**src/rtl/ps2_pad_tx.sv**
```systemverilog
// -----------------------------------------------------------------------------
// ps2_pad_tx
//
// Turns a PS/2 keyboard into the Gigatron game-controller serial stream.
// PS/2 scan-set-2 frames are received and decoded into one "held key" byte.
// The byte is either active-low buttons or ASCII. It is parallel-loaded on
// every VSYNC falling edge and shifted out MSB-first, one bit per HSYNC
// falling edge. The Gigatron input register samples each bit on the
// following HSYNC rising edge.
//
// Ports
//   CLK           in   system clock, everything on the rising edge
//   RST_N         in   synchronous active-low reset
//   KBCLK         in   PS/2 clock (async, idle high)
//   KBDTA         in   PS/2 data  (async, idle high)
//   HSYNC         in   Gigatron HSYNC (async), falling edge = shift
//   VSYNC         in   Gigatron VSYNC (async), falling edge = latch
//   SER_DATA      out  serial controller data, MSB first
//   KEY_CODE      out  currently held key byte, 0xFF when idle
//   FRAME_ERR     out  one-cycle pulse on start/parity/stop/timeout error
//   DBG_RX_STATE  out  PS/2 receiver FSM state (0 idle, 1 data, 2 parity, 3 stop)
//
// Internal byte strobe: rx_byte_vld is high for exactly one cycle, and
// rx_shift_q holds the received byte during that cycle. No back-pressure
// exists. The decoder consumes the byte in that same cycle.
// -----------------------------------------------------------------------------
module ps2_pad_tx #(
   parameter int PS2_TIMEOUT = 6250,
   parameter int SYNC_STAGES = 2
) (
   input  logic       CLK,
   input  logic       RST_N,
   input  logic       KBCLK,
   input  logic       KBDTA,
   input  logic       HSYNC,
   input  logic       VSYNC,
   output logic       SER_DATA,
   output logic [7:0] KEY_CODE,
   output logic       FRAME_ERR,
   output logic [1:0] DBG_RX_STATE
);

   localparam logic [1:0] ST_IDLE   = 2'd0;
   localparam logic [1:0] ST_DATA   = 2'd1;
   localparam logic [1:0] ST_PARITY = 2'd2;
   localparam logic [1:0] ST_STOP   = 2'd3;

   localparam int TW = $clog2(PS2_TIMEOUT + 1);
   localparam logic [TW-1:0] TMO_LAST = TW'(PS2_TIMEOUT - 1);

   // ---------------------------------------------------------------------------
   // Input synchronisers. Bit order is {KBCLK, KBDTA, HSYNC, VSYNC}.
   // Every stage resets to 1 because all four lines idle high. This means
   // leaving reset never produces a false falling edge.
   // ---------------------------------------------------------------------------
   logic [3:0] sync_q [SYNC_STAGES];
   logic [3:0] sync_s;
   logic       kbclk_prev_q, hsync_prev_q, vsync_prev_q;

   always_ff @(posedge CLK) begin
      if (!RST_N) begin
         for (int i = 0; i < SYNC_STAGES; i++) sync_q[i] <= 4'hF;
         kbclk_prev_q <= 1'b1;
         hsync_prev_q <= 1'b1;
         vsync_prev_q <= 1'b1;
      end else begin
         sync_q[0] <= {KBCLK, KBDTA, HSYNC, VSYNC};
         for (int i = 1; i < SYNC_STAGES; i++) sync_q[i] <= sync_q[i-1];
         kbclk_prev_q <= sync_s[3];
         hsync_prev_q <= sync_s[1];
         vsync_prev_q <= sync_s[0];
      end
   end

   assign sync_s = sync_q[SYNC_STAGES-1];

   logic kbclk_fall, kbdta_s, hsync_fall, vsync_fall;
   assign kbclk_fall = kbclk_prev_q & ~sync_s[3];
   assign kbdta_s    = sync_s[2];
   assign hsync_fall = hsync_prev_q & ~sync_s[1];
   assign vsync_fall = vsync_prev_q & ~sync_s[0];

   // ---------------------------------------------------------------------------
   // PS/2 receiver
   // ---------------------------------------------------------------------------
   logic [1:0]    rx_state_q, rx_state_d;
   logic [7:0]    rx_shift_q, rx_shift_d;
   logic [2:0]    bitcnt_q, bitcnt_d;
   logic          par_ok_q, par_ok_d;
   logic [TW-1:0] tmo_q, tmo_d;
   logic          rx_byte_vld, rx_err;

   always_comb begin
      rx_state_d  = rx_state_q;
      rx_shift_d  = rx_shift_q;
      bitcnt_d    = bitcnt_q;
      par_ok_d    = par_ok_q;
      tmo_d       = tmo_q;
      rx_byte_vld = 1'b0;
      rx_err      = 1'b0;
      if (kbclk_fall) begin
         tmo_d = '0;
         case (rx_state_q)
            ST_IDLE: begin
               // A 1 while idle is line noise or a glitch. Ignore it silently.
               if (!kbdta_s) begin
                  rx_state_d = ST_DATA;
                  bitcnt_d   = 3'd0;
                  rx_shift_d = 8'h00;
               end
            end
            ST_DATA: begin
               rx_shift_d = {kbdta_s, rx_shift_q[7:1]};
               bitcnt_d   = bitcnt_q + 3'd1;
               if (bitcnt_q == 3'd7) rx_state_d = ST_PARITY;
            end
            ST_PARITY: begin
               // Data plus parity must have odd weight.
               par_ok_d   = ^{rx_shift_q, kbdta_s};
               rx_state_d = ST_STOP;
            end
            default: begin
               if (kbdta_s && par_ok_q) rx_byte_vld = 1'b1;
               else                     rx_err      = 1'b1;
               rx_state_d = ST_IDLE;
            end
         endcase
      end else if (rx_state_q != ST_IDLE) begin
         if (tmo_q == TMO_LAST) begin
            rx_err     = 1'b1;
            rx_state_d = ST_IDLE;
            tmo_d      = '0;
         end else begin
            tmo_d = tmo_q + 1'b1;
         end
      end
   end

   always_ff @(posedge CLK) begin
      if (!RST_N) begin
         rx_state_q <= ST_IDLE;
         rx_shift_q <= 8'h00;
         bitcnt_q   <= 3'd0;
         par_ok_q   <= 1'b0;
         tmo_q      <= '0;
      end else begin
         rx_state_q <= rx_state_d;
         rx_shift_q <= rx_shift_d;
         bitcnt_q   <= bitcnt_d;
         par_ok_q   <= par_ok_d;
         tmo_q      <= tmo_d;
      end
   end

   // ---------------------------------------------------------------------------
   // Scan-code decoder. The result is {hit, value}.
   // ---------------------------------------------------------------------------
   function automatic logic [8:0] key_lookup(input logic ext, input logic [7:0] code);
      logic [8:0] r;
      r = {1'b0, 8'hFF};
      if (ext) begin
         case (code)
            8'h75:   r = {1'b1, 8'hF7};   // up
            8'h72:   r = {1'b1, 8'hFB};   // down
            8'h6B:   r = {1'b1, 8'hFD};   // left
            8'h74:   r = {1'b1, 8'hFE};   // right
            default: r = {1'b0, 8'hFF};
         endcase
      end else begin
         case (code)
            8'h05:   r = {1'b1, 8'h7F};   // F1 -> A
            8'h06:   r = {1'b1, 8'hBF};   // F2 -> B
            8'h04:   r = {1'b1, 8'hDF};   // F3 -> Select
            8'h0C:   r = {1'b1, 8'hEF};   // F4 -> Start
            8'h1C:   r = {1'b1, 8'h61};   // a
            8'h32:   r = {1'b1, 8'h62};
            8'h21:   r = {1'b1, 8'h63};
            8'h23:   r = {1'b1, 8'h64};
            8'h24:   r = {1'b1, 8'h65};
            8'h2B:   r = {1'b1, 8'h66};
            8'h34:   r = {1'b1, 8'h67};
            8'h33:   r = {1'b1, 8'h68};
            8'h43:   r = {1'b1, 8'h69};
            8'h3B:   r = {1'b1, 8'h6A};
            8'h42:   r = {1'b1, 8'h6B};
            8'h4B:   r = {1'b1, 8'h6C};
            8'h3A:   r = {1'b1, 8'h6D};
            8'h31:   r = {1'b1, 8'h6E};
            8'h44:   r = {1'b1, 8'h6F};
            8'h4D:   r = {1'b1, 8'h70};
            8'h15:   r = {1'b1, 8'h71};
            8'h2D:   r = {1'b1, 8'h72};
            8'h1B:   r = {1'b1, 8'h73};
            8'h2C:   r = {1'b1, 8'h74};
            8'h3C:   r = {1'b1, 8'h75};
            8'h2A:   r = {1'b1, 8'h76};
            8'h1D:   r = {1'b1, 8'h77};
            8'h22:   r = {1'b1, 8'h78};
            8'h35:   r = {1'b1, 8'h79};
            8'h1A:   r = {1'b1, 8'h7A};   // z
            8'h45:   r = {1'b1, 8'h30};   // 0
            8'h16:   r = {1'b1, 8'h31};
            8'h1E:   r = {1'b1, 8'h32};
            8'h26:   r = {1'b1, 8'h33};
            8'h25:   r = {1'b1, 8'h34};
            8'h2E:   r = {1'b1, 8'h35};
            8'h36:   r = {1'b1, 8'h36};
            8'h3D:   r = {1'b1, 8'h37};
            8'h3E:   r = {1'b1, 8'h38};
            8'h46:   r = {1'b1, 8'h39};   // 9
            8'h29:   r = {1'b1, 8'h20};   // space
            8'h5A:   r = {1'b1, 8'h0A};   // enter
            8'h66:   r = {1'b1, 8'h7F};   // backspace (same byte as F1 on purpose)
            default: r = {1'b0, 8'hFF};
         endcase
      end
      return r;
   endfunction

   logic       ext_q, brk_q;
   logic [7:0] key_q;
   logic [8:0] lut;

   assign lut = key_lookup(ext_q, rx_shift_q);

   always_ff @(posedge CLK) begin
      if (!RST_N) begin
         key_q <= 8'hFF;
         ext_q <= 1'b0;
         brk_q <= 1'b0;
      end else if (rx_err) begin
         ext_q <= 1'b0;
         brk_q <= 1'b0;
      end else if (rx_byte_vld) begin
         if (rx_shift_q == 8'hE0) begin
            ext_q <= 1'b1;
         end else if (rx_shift_q == 8'hF0) begin
            brk_q <= 1'b1;
         end else begin
            if (lut[8]) begin
               // A release only clears the key if it is the one being held.
               if (!brk_q)               key_q <= lut[7:0];
               else if (key_q == lut[7:0]) key_q <= 8'hFF;
            end
            ext_q <= 1'b0;
            brk_q <= 1'b0;
         end
      end
   end

   // ---------------------------------------------------------------------------
   // Serial transmitter. When latch and shift coincide, the latch wins.
   // Ones are shifted in, so the register drains to all ones after 8 bits.
   // ---------------------------------------------------------------------------
   logic [7:0] sreg_q;
   logic [3:0] shcnt_q;

   always_ff @(posedge CLK) begin
      if (!RST_N) begin
         sreg_q  <= 8'hFF;
         shcnt_q <= 4'd0;
      end else if (vsync_fall) begin
         sreg_q  <= key_q;
         shcnt_q <= 4'd0;
      end else if (hsync_fall) begin
         sreg_q <= {sreg_q[6:0], 1'b1};
         if (shcnt_q != 4'd8) shcnt_q <= shcnt_q + 4'd1;
      end
   end

   assign SER_DATA     = sreg_q[7];
   assign KEY_CODE     = key_q;
   assign DBG_RX_STATE = rx_state_q;

   logic frame_err_q;
   always_ff @(posedge CLK) begin
      if (!RST_N) frame_err_q <= 1'b0;
      else        frame_err_q <= rx_err;
   end
   assign FRAME_ERR = frame_err_q;

endmodule

```
**config.mk**
```make
export PLATFORM = sky130hd
export DESIGN_NAME = ps2_pad_tx
export DESIGN_NICKNAME = d
export VERILOG_FILES = /design/src/rtl/ps2_pad_tx.sv
export SDC_FILE = /design/constraint.sdc
export NUM_CORES = 1
export LEC_CHECK = 0
export CAP_MARGIN = 0
export CORE_MARGIN = 8
export CORE_UTILIZATION = 45
export CTS_BUF_LIST = sky130_fd_sc_hd__clkbuf_4 sky130_fd_sc_hd__clkbuf_8 sky130_fd_sc_hd__clkbuf_16
export DETAILED_ROUTE_END_ITERATION = 8
export MAX_ROUTING_LAYER = met4
export SLEW_MARGIN = 10
export SYNTH_ARGS = -nofsm -noshare
export SYNTH_HDL_FRONTEND = slang
export SYNTH_SLANG_ARGS = --single-unit
```
**constraint.sdc**
```tcl
create_clock -name CLK -period 3.5 [get_ports CLK]
set_clock_uncertainty 0.15 [all_clocks]
set_input_delay 0.525 -clock CLK [delete_from_list [all_inputs] [get_ports CLK]]
set_output_delay 0.525 -clock CLK [all_outputs]
set_load 0.005 [all_outputs]
```
---- Word-level counts from Yosys, hierarchy flattened ----
Memory sizes are Yosys's and may differ from the RTL's. A register that Yosys moved wholly into a read port is not among the register bits.
Index checks and enable logic that the tools add are counted.
word-level totals
  register bits after elaboration ......... 49
  RAM bits ................................ 8
  bits in read-only memories .............. 1152
  input port bits ......................... 6
  output and inout bits ................... 12
  word-level logic and storage cells ...... 97
  memories ................................ 2
operators by class
  add/subtract/negate cells ............... 2
  equality and inequality tests ........... 16
  multiplexer cells ....................... 35
  bitwise operators ....................... 12
  reductions and logical operators ........ 17
memory list
  memory            depth  bits a word  read ports  clocked after memory_dff  write ports  line  source
  (name not given)  128    9            1           1                         0            170   case (code)
  sync_q            2      4            2           0                         2            56    logic [3:0] sync_q [SYNC_STAGES];
operators by type and width
  cell                   count
  $mux 8                 5
  $pmux 9 s4             1
  $eq 8x7->1 const B     4
  $mux 9                 2
  $eq 8x8->1 const B     2
  $pmux 8 s2             1
  $mux 7                 2
  $add 13x1->13 const B  1
  $eq 13x13->1 const B   1
  $mux 1                 13
  $mux 13                1
  $mux 2                 5
  $reduce_bool 2->1      5
  $reduce_xor 9->1       1
  $eq 8x8->1             1
  $mux 4                 2
  $not 1->1              7
  $ne 3x3->1 const B     2
  $pmux 2 s3             1
  $pmux 3 s2             1
  $reduce_and 2->1       3
  $reduce_and 6->1       1
  $ne 2x2->1 const B     2
  $reduce_and 4->1       1
  13 further kinds       17

---- Depth between registers and ports, before layout ----
Gate-level depths: netlist of the first run.
  word-level depth ........................ 6
  depth in mapped cells ................... 17
  gate-level depth less buffers ........... 15

---- Worst setup path before layout of the first run ----
No wires, ideal clock.
  path kind ............................... reg2reg
  from .................................... register rx_state_q[0], in the netlist DBG_RX_STATE[0]
  to ...................................... register with a tool-made name
  setup time .............................. 0.119 ns
  arrival ................................. 3.078 ns
  required time ........................... 3.231 ns
  path slack .............................. 0.154 ns
  cell stages (with the launch flop) ...... 18
  path buffers ............................ 2
  period minus slack after synthesis ...... 3.346 ns
  cell sequence ........................... dfxtp_1 -> inv_1 -> ha_1 -> nand2_2 -> and3_1 -> buf_2 -> a22o_2 -> and2_1 -> inv_1 -> ha_1 -> clkbuf_1 -> nand2_1 -> a41oi_1 -> a311o_1 -> a21oi_1 -> a211oi_1 -> a31oi_1 -> o221a_1
RTL lines
  what                    line  source
  from (decl)             86    logic [1:0] rx_state_q, rx_state_d;
  from (signal assigned)  147   rx_state_q <= rx_state_d;

==> flow_metrics.env, run 1 <==
export IMPL_synth_distinct_cells=76
export IMPL_finalMaxSlewViolations=0
export IMPL_io_pins=18
export IMPL_place_congestion=0.992
export IMPL_wire_per_inst_um=17.8
export IMPL_num_antenna_cells=0
export IMPL_synth_seq_cells=66
export IMPL_required_ns=3.65
export IMPL_ys_async_sr_fraction=0
export IMPL_max_vdd_ir_drop_mv=0.170
export IMPL_h_tree_depth=3
export IMPL_cts_tree="yes"
export IMPL_core_region_area_um2=9200
export IMPL_p_int_mw=1.20
export IMPL_dp_hpwl_um=8760
export IMPL_ff_latch_area_um2=1320
export IMPL_track_usage=0.197
export IMPL_drtIter0Drc=383
export IMPL_port_buffers=17
export IMPL_root_buffer="clkbuf_8"
export IMPL_design_area_um2=4770
export IMPL_num_rows=35
export IMPL_hold_path_class="flip-flop to flip-flop"
export IMPL_synth_avg_cell_area_um2=7.84
export IMPL_initial_core_util=0.463
export IMPL_fin_nets=579
export IMPL_crit_fanout=7
export IMPL_netlist_area_um2=4260
export IMPL_cp_common_cell="ha_1"
export IMPL_nFillCells=905
export IMPL_ant_nets=0
export IMPL_clk_latency_ns=0.36
export IMPL_p_sw_uw=354
export IMPL_swShare=0.228
export IMPL_setup_viol=0
export IMPL_drc=0
export IMPL_max_cap_violations=0
export IMPL_antenna_found_initial=0
export IMPL_synthFlopType="dfxtp_1"
export IMPL_slew_headroom=0.444
export IMPL_tightest_slew_ns=0.831
export IMPL_post_route_period_util=0.934
export IMPL_outcome="finished, final reports clean"
export IMPL_p_comb_frac=0.034
export IMPL_wl_um=11900
export IMPL_dieArea_um2=12800
export IMPL_fp_dieH_um=113
export IMPL_p_clk_frac=0.476
export IMPL_cp_start_kind="flip-flop"
export IMPL_grt_pass1_wl_um=19600
export IMPL_hold_viol=0
export IMPL_cts_buffers=9
export IMPL_grt_max_degree=41
export IMPL_cts_sinks=66
export IMPL_crit_type="flip-flop to flip-flop"
export IMPL_layout_drive_gt1_share=0.120
export IMPL_cp_slowest_stage_delay_ns=0.40
export IMPL_grt_overflow=0
export IMPL_synth_warnings=0
export IMPL_seq_area_frac_synth=0.310
export IMPL_reg2reg_depth=15
export IMPL_vias=4012
export IMPL_p_seq_frac=0.490
export IMPL_grt_pass1_vias=3827
export IMPL_cp_arrival_ns=3.42
export IMPL_synth_nets=567
export IMPL_crit_path_top_delay_cell="dfxtp_1"
export IMPL_synth_enable_flop_cells=0
export IMPL_firstDrtPassIters=8
export IMPL_postPlaceCellArea_um2=4540
export IMPL_rsz0062_at_grt="no"
export IMPL_holdPathStages=1
export IMPL_fin_crit_ns=3.27
export IMPL_die_w_um=113
export IMPL_fin_setup_tns_ns=0
export IMPL_p_leak_nw=1.83
export IMPL_clkTransAtPathRegs_ns=0.07
export IMPL_syn_inst=543
export IMPL_worstPathCellList="inv_1 -> ha_1 -> or2_2 -> nand3_2 -> a22o_2 -> and2_1 -> inv_2 -> ha_1 -> nand2_1 -> a41oi_1 -> a311o_1 -> a21oi_1 -> nor3_1 -> o22ai_1 -> and4_1"
export IMPL_power_per_cell_area_nw_per_um2=325
export IMPL_area_delta_synth_final_pct=12.1
export IMPL_viasPerCell=5.98
export IMPL_cp_end_kind="flip-flop"
export IMPL_multi_input_area_um2=2680
export IMPL_cts_buffer_depth=2
export IMPL_max_freq_ghz=0.306
-- what timing repair did --
| action | in CTS | in global routing |
|---|---|---|
| resized for setup | 0 | 4 |
| buffers inserted | 0 | 0 |
| setup endpoints to repair | 0 | 4 |
| hold buffers | 0 | 0 |
-- layer usage --
layer / global-route usage / part of all wire
met5: - / 0
met4: 0.112 / 0.035
met3: 0.0501 / 0.069
met2: 0.296 / 0.44
met1: 0.236 / 0.46
-- cells in the final DEF (no fill, tap or decap), drive strengths merged, types with 4 or more instances in the layout --
cell type,count
a211oi,4
a21oi,33
a22oi,5
a31oi,11
a41oi,6
and2,5
and3,6
buf,21
clkbuf,10
clkdlybuf4s50,16
dfxtp,66
ha,18
inv,24
mux2i,6
nand2,66
nand2b,20
nand3,29
nand4b,4
nor2,58
nor2b,5
nor3,12
nor4,5
o211ai,10
o21a,4
o21ai,24
o22ai,4
o31ai,6
o32a,4
or2,4
xnor2,17
xor2,9
-- cell families (layout without fill, tap and decap cells) --
| group | count (synthesis) | in the layout | share of synthesized area |
|---|---|---|---|
| compound gates | 135 | 135 | 0.233 |
| flops | 66 | 66 | 0.310 |
| fa+ha+maj | 18 | 18 | 0.0529 |
| mux | 6 | 6 | 0.0141 |
| buf+inv | 60 | 77 | 0.0620 |
| simple gates | 232 | 232 | 0.274 |
| xor+xnor | 26 | 26 | 0.0535 |
-- layout make-up --
type	count	area share
sequential	66	0.277
inverter	24	0.0189
clock buffer	10	0.0288
multi-input combinational	417	0.561
clock inverter	6	0.0189
timing repair buffer	37	0.0660
tap	111	0.0291
-- synthesized netlist by cell type (11+ instances only) --
cell | instances | area, µm²
dfxtp_1 | 66 | 1320
inv_1 | 20 | 75.1
nand2_1 | 65 | 244
ha_1 | 18 | 225
clkbuf_1 | 17 | 63.8
a21oi_1 | 31 | 155
a31oi_1 | 11 | 68.8
nand2b_1 | 20 | 125
buf_2 | 13 | 65.1
xnor2_1 | 17 | 149
nand3_1 | 28 | 140
o21ai_0 | 18 | 90.1
nor2_1 | 57 | 214
-- power by group through the flow --
stage | Clock, mW | Combinational, mW | Sequential (mW)
4_1_cts | 0.757 | 0.0531 | 0.761
3_5_place_dp | 0 | 0.0527 | 0.779
2_1_floorplan | 0 | 0.0376 | 0.778
3_3_place_gp | 0 | 0.0527 | 0.779
5_1_grt | 0.792 | 0.0587 | 0.762
6_report | 0.739 | 0.0530 | 0.762
-- worst paths after layout --
check	from	endpoint	slack, ns
setup / recovery	DBG_RX_STATE[1]	flip-flop	0.23
hold / removal	sync_q[0][0]	sync_q[0][4]	0.26
setup reg to reg	DBG_RX_STATE[1]	flip-flop	0.23
hold reg to reg	sync_q[0][0]	sync_q[0][4]	0.26
-- critical path, delay by kind of cell, from the launching register on --
kind	cells	cell delay, ns
AO/OA/AOI/OAI	5	0.94
adder cells (fa/ha/maj)	2	0.48
buffers and inverters	2	0.20
flip-flops	1	0.40
AND/OR/NAND/NOR	6	1.04
-- per-stage QoR --
step           cells   util  setup slack, ns  hold slack [ns]  power, mW
2_1_floorplan    543      -            0.154            0.236      0.815
3_3_place_gp     655  0.494            0.242            0.241      0.832
3_5_place_dp     655  0.494           0.0914            0.247      0.832
4_1_cts          671  0.518           0.0817            0.266       1.57
5_1_grt          671  0.519           0.0113            0.284       1.61
6_report         671  0.519            0.232            0.260       1.55
Power figures use the tool's default switching activity.
==> run 2: changes to the inputs <==
--- a/config.mk
+++ b/config.mk
@@ -10,7 +10,6 @@
 export CORE_UTILIZATION = 45
 export CTS_BUF_LIST = sky130_fd_sc_hd__clkbuf_4 sky130_fd_sc_hd__clkbuf_8 sky130_fd_sc_hd__clkbuf_16
 export DETAILED_ROUTE_END_ITERATION = 8
-export MAX_ROUTING_LAYER = met4
 export SLEW_MARGIN = 10
 export SYNTH_ARGS = -nofsm -noshare
 export SYNTH_HDL_FRONTEND = slang
==> flow_metrics.env, run 2 (synthesis gave the netlist of run 1 again) <==
export IMPL_timing_hold_ws_ns=0.267
export IMPL_crit_fanout=7
export IMPL_core_region_area_um2=9200
export IMPL_hold_path_class="flip-flop to flip-flop"
export IMPL_place_congestion=1.00
export IMPL_max_cap_violations=0
export IMPL_top_usage_layer="met2"
export IMPL_dp_hpwl_um=8580
export IMPL_area_delta_synth_final_pct=11.4
export IMPL_cts_setup_buffers=0
export IMPL_drc=0
export IMPL_num_rows=35
export IMPL_max_vdd_ir_drop_mv=0.181
export IMPL_tightest_slew_ns=0.866
export IMPL_grt_pass1_wl_um=19500
export IMPL_antenna_found_initial=0
export IMPL_ant_nets=0
export IMPL_max_freq_ghz=0.303
export IMPL_power_total_mw=1.48
export IMPL_post_route_period_util=0.943
export IMPL_ctsHoldBuffers=0
export IMPL_cp_arrival_ns=3.39
export IMPL_fin_crit_ns=3.30
export IMPL_die_w_um=113
export IMPL_place_ws_ns=0.156
export IMPL_firstDrtPassIters=5
export IMPL_crit_type="flip-flop to flip-flop"
export IMPL_port_buffers=17
export IMPL_fin_setup_tns_ns=0
export IMPL_cts_buffer_depth=2
export IMPL_num_antenna_cells=0
export IMPL_wire_per_inst_um=17.7
export IMPL_grt_max_degree=41
export IMPL_fin_nets=577
export IMPL_hold_viol=0
export IMPL_cp_end_kind="flip-flop"
export IMPL_cp_start_kind="flip-flop"
export IMPL_p_leak_nw=1.81
export IMPL_io_pins=18
export IMPL_initial_core_util=0.463
export IMPL_viasPerCell=6.01
export IMPL_final_common_cell="nand2_1"
export IMPL_clkTransAtPathRegs_ns=0.08
export IMPL_slew_headroom=0.420
export IMPL_h_tree_depth=3
export IMPL_use_met3=0.0453
export IMPL_vias=4020
export IMPL_track_usage=0.190
export IMPL_finalMaxSlewViolations=0
export IMPL_grt_overflow=0
export IMPL_required_ns=3.59
export IMPL_fp_dieH_um=113
export IMPL_dieArea_um2=12800
export IMPL_use_met1=0.239
export IMPL_grt_pass1_vias=3832
export IMPL_fin_util=0.516
export IMPL_root_buffer="clkbuf_8"
export IMPL_wl_um=11900
export IMPL_grt_use_met2=0.302
export IMPL_drtIter0Drc=507
export IMPL_cts_tree="yes"
export IMPL_worst_slack_ns=0.199
export IMPL_setup_viol=0
export IMPL_outcome="finished, final reports clean"
export IMPL_power_per_cell_area_nw_per_um2=312
export IMPL_cts_sinks=66
export IMPL_rsz0062_at_grt="no"
export IMPL_layout_drive_gt1_share=0.122
export IMPL_final_cell_mix="65 x nand2_1, 64 x dfxtp_1, 56 x nor2_1, 31 x a21oi_1, 28 x nand3_1"
export IMPL_cts_buffers=9
export IMPL_clk_latency_ns=0.35
==> run 2: report_power, final <==
group / switching, mW / internal [mW]
Sequential: 0.00377 / 0.758
Combinational: 0.0338 / 0.0197
Clock: 0.328 / 0.335
==> run 2: stage by stage <==
stage	cell area, µm²	std cells
floorplan	4260	543
global placement	4520	653
detailed placement	4520	653
CTS	4730	669
global route	4740	669
finish	4740	669
==> run 2: timing repair <==
item | in CTS | in global routing
hold endpoints to repair | 0 | 0
gates resized for setup | 0 | 8
endpoints found under the setup margin | 0 | 4
==> run 2: worst paths after layout <==
check                       start            to  slack [ns]  cells after the start
setup reg to reg  DBG_RX_STATE[1]     flip-flop        0.20                     15
setup / recovery  DBG_RX_STATE[1]     flip-flop        0.20                     15
hold / removal       sync_q[0][0]  sync_q[0][4]        0.27                      1
hold reg to reg      sync_q[0][0]  sync_q[0][4]        0.27                      1
==> run 2: final cells by class <==
type / instances / area, µm²
timing repair buffer: 35 / 300
inverter: 24 / 92.6
clock inverter: 7 / 77.6
multi-input combinational: 417 / 2690
fill: 926 / 4450
tap: 111 / 139
sequential: 66 / 1320
clock buffer: 9 / 124
==> run 2: worst max-delay path: stages, from the launching register on <==
cell and delay (ns):
dfxtp_2 0.35, inv_1 0.09, ha_2 0.21, nand2_2 0.12, and3_1 0.22, a22o_2 0.27, and2_2 0.24, inv_4 0.10
ha_1 0.18, nand2_1 0.08, a41oi_2 0.22, a311o_1 0.19, a21oi_1 0.07, nor4_1 0.32, o22ai_1 0.13, and4_1 0.23
==> run 2: metal layers <==
metal | vias to the layer above | wire length (µm)
met2 | 166 | 5300
met3 | 47 | 877
met4 | 0 | 401
met5 | - | 0
met1 | 1865 | 5290
li1 | 1942 | -
==> run 3: changes to the inputs <==
--- a/config.mk
+++ b/config.mk
@@ -10,6 +10,7 @@
 export CORE_UTILIZATION = 45
 export CTS_BUF_LIST = sky130_fd_sc_hd__clkbuf_4 sky130_fd_sc_hd__clkbuf_8 sky130_fd_sc_hd__clkbuf_16
 export DETAILED_ROUTE_END_ITERATION = 8
+export PLACE_DENSITY_LB_ADDON = 0.12
 export SLEW_MARGIN = 10
 export SYNTH_ARGS = -nofsm -noshare
 export SYNTH_HDL_FRONTEND = slang
==> flow_metrics.env, run 3 (synthesis gave the netlist of run 1 again) <==
export IMPL_finalMaxSlewViolations=0
export IMPL_h_tree_depth=3
export IMPL_vias=3984
export IMPL_fp_dieH_um=113
export IMPL_setup_viol=0
export IMPL_cts_tree="yes"
export IMPL_p_leak_nw=1.84
export IMPL_wl_um=11900
export IMPL_fin_crit_ns=3.29
export IMPL_final_cell_mix="66 x dfxtp_1, 65 x nand2_1, 57 x nor2_1, 31 x a21oi_1, 28 x nand3_1"
export IMPL_slew_headroom=0.464
export IMPL_layout_drive_gt1_share=0.111
export IMPL_place_congestion=0.983
export IMPL_num_rows=35
export IMPL_ant_nets=0
export IMPL_cts_buffer_depth=2
export IMPL_track_usage=0.189
export IMPL_area_delta_synth_final_pct=12.3
export IMPL_clkTransAtPathRegs_ns=0.08
export IMPL_initial_core_util=0.463
export IMPL_final_common_cell="dfxtp_1"
export IMPL_clk_latency_ns=0.34
export IMPL_outcome="finished, final reports clean"
export IMPL_crit_fanout=6
export IMPL_crit_type="flip-flop to flip-flop"
export IMPL_dieArea_um2=12800
export IMPL_cts_setup_buffers=0
export IMPL_num_antenna_cells=0
export IMPL_rsz0062_at_grt="no"
export IMPL_drc=0
export IMPL_cts_sinks=66
export IMPL_post_route_period_util=0.939
export IMPL_max_freq_ghz=0.304
export IMPL_die_w_um=113
export IMPL_core_region_area_um2=9200
export IMPL_required_ns=3.58
export IMPL_grt_overflow=0
export IMPL_cp_end_kind="flip-flop"
export IMPL_power_per_cell_area_nw_per_um2=338
export IMPL_port_buffers=17
export IMPL_cts_resized=0
export IMPL_tightest_slew_ns=0.802
export IMPL_worstPathCellList="inv_1 -> ha_1 -> or2_2 -> nand3_2 -> a22o_2 -> and2_1 -> inv_1 -> buf_4 -> ha_1 -> o311a_4 -> a21oi_2 -> a31oi_1 -> o32a_1"
export IMPL_wire_per_inst_um=17.7
export IMPL_antenna_found_initial=0
export IMPL_cp_start_kind="flip-flop"
export IMPL_hold_viol=0
export IMPL_crit_path_top_delay_cell="dfxtp_1"
export IMPL_root_buffer="clkbuf_8"
export IMPL_cp_slowest_stage_delay_ns=0.43
export IMPL_max_cap_violations=0
export IMPL_viasPerCell=5.95
export IMPL_ctsHoldBuffers=0
export IMPL_io_pins=18
export IMPL_dp_hpwl_um=8580
export IMPL_grt_pass1_vias=3789
export IMPL_cts_buffers=9
export IMPL_firstDrtPassIters=5
export IMPL_timing_hold_ws_ns=0.250
export IMPL_drtIter0Drc=445
export IMPL_max_vdd_ir_drop_mv=0.217
export IMPL_hold_path_class="flip-flop to flip-flop"
export IMPL_fin_nets=578
export IMPL_fin_setup_tns_ns=0
export IMPL_cp_arrival_ns=3.37
export IMPL_grt_pass1_wl_um=19600
export IMPL_fin_util=0.520
export IMPL_grt_max_degree=41
## run 3: changes by cell type in the layout (fill, tap and decap cells not counted), sizes merged
| cell | previous run | this run |
|---|---|---|
| buf | 19 | 20 |
| bufinv | 1 | 3 |
| clkbuf | 9 | 10 |
| clkinv | 3 | 2 |
| clkinvlp | 1 | 0 |
| inv | 26 | 25 |
## run 3: final timing paths
check	slack, ns	start	endpoint	cells after the start
setup / recovery	0.21	DBG_RX_STATE[0]	flip-flop	13
hold / removal	0.25	sync_q[0][0]	sync_q[0][4]	1
setup reg to reg	0.21	DBG_RX_STATE[0]	flip-flop	13
hold reg to reg	0.25	sync_q[0][0]	sync_q[0][4]	1
## run 3: layout make-up
class / instances / area [µm²]
timing repair buffer: 36 / 308
sequential: 66 / 1320
inverter: 24 / 90.1
fill: 908 / 4410
clock inverter: 6 / 113
multi-input combinational: 417 / 2670
clock buffer: 10 / 138
tap: 111 / 139
## run 3: critical path, delay by kind of cell, from the launching register on
kind            cells  cell delay [ns]
flops               1             0.43
buf+inv             3             0.34
compound gates      5             1.08
fa+ha+maj           2             0.50
simple gates        3             0.67
## run 3: power by group
group          leakage (nW)  switching [mW]  internal (mW)
clock network         0.127           0.306          0.495
logic                  1.18          0.0338         0.0197
registers             0.535         0.00357          0.758
## run 3: metal layers
layer	vias up	global-route usage	wire length, µm
li1	1947	-	-
met1	1869	0.241	5390
met2	140	0.299	5420
met3	28	0.0399	733
met4	0	0.0897	330
met5	-	0	0
## run 3: stage by stage
| stage | cells | cell area, µm² | setup slack [ns] | power (mW) |
|---|---|---|---|---|
| 2_1_floorplan | 543 | 4260 | 0.154 | 0.815 |
| 3_3_place_gp | 654 | 4530 | 0.333 | 0.832 |
| 3_5_place_dp | 654 | 4530 | 0.231 | 0.832 |
| 4_1_cts | 670 | 4780 | 0.195 | 1.63 |
| 5_1_grt | 670 | 4780 | 0.0186 | 1.67 |
| 6_report | 670 | 4780 | 0.214 | 1.62 |
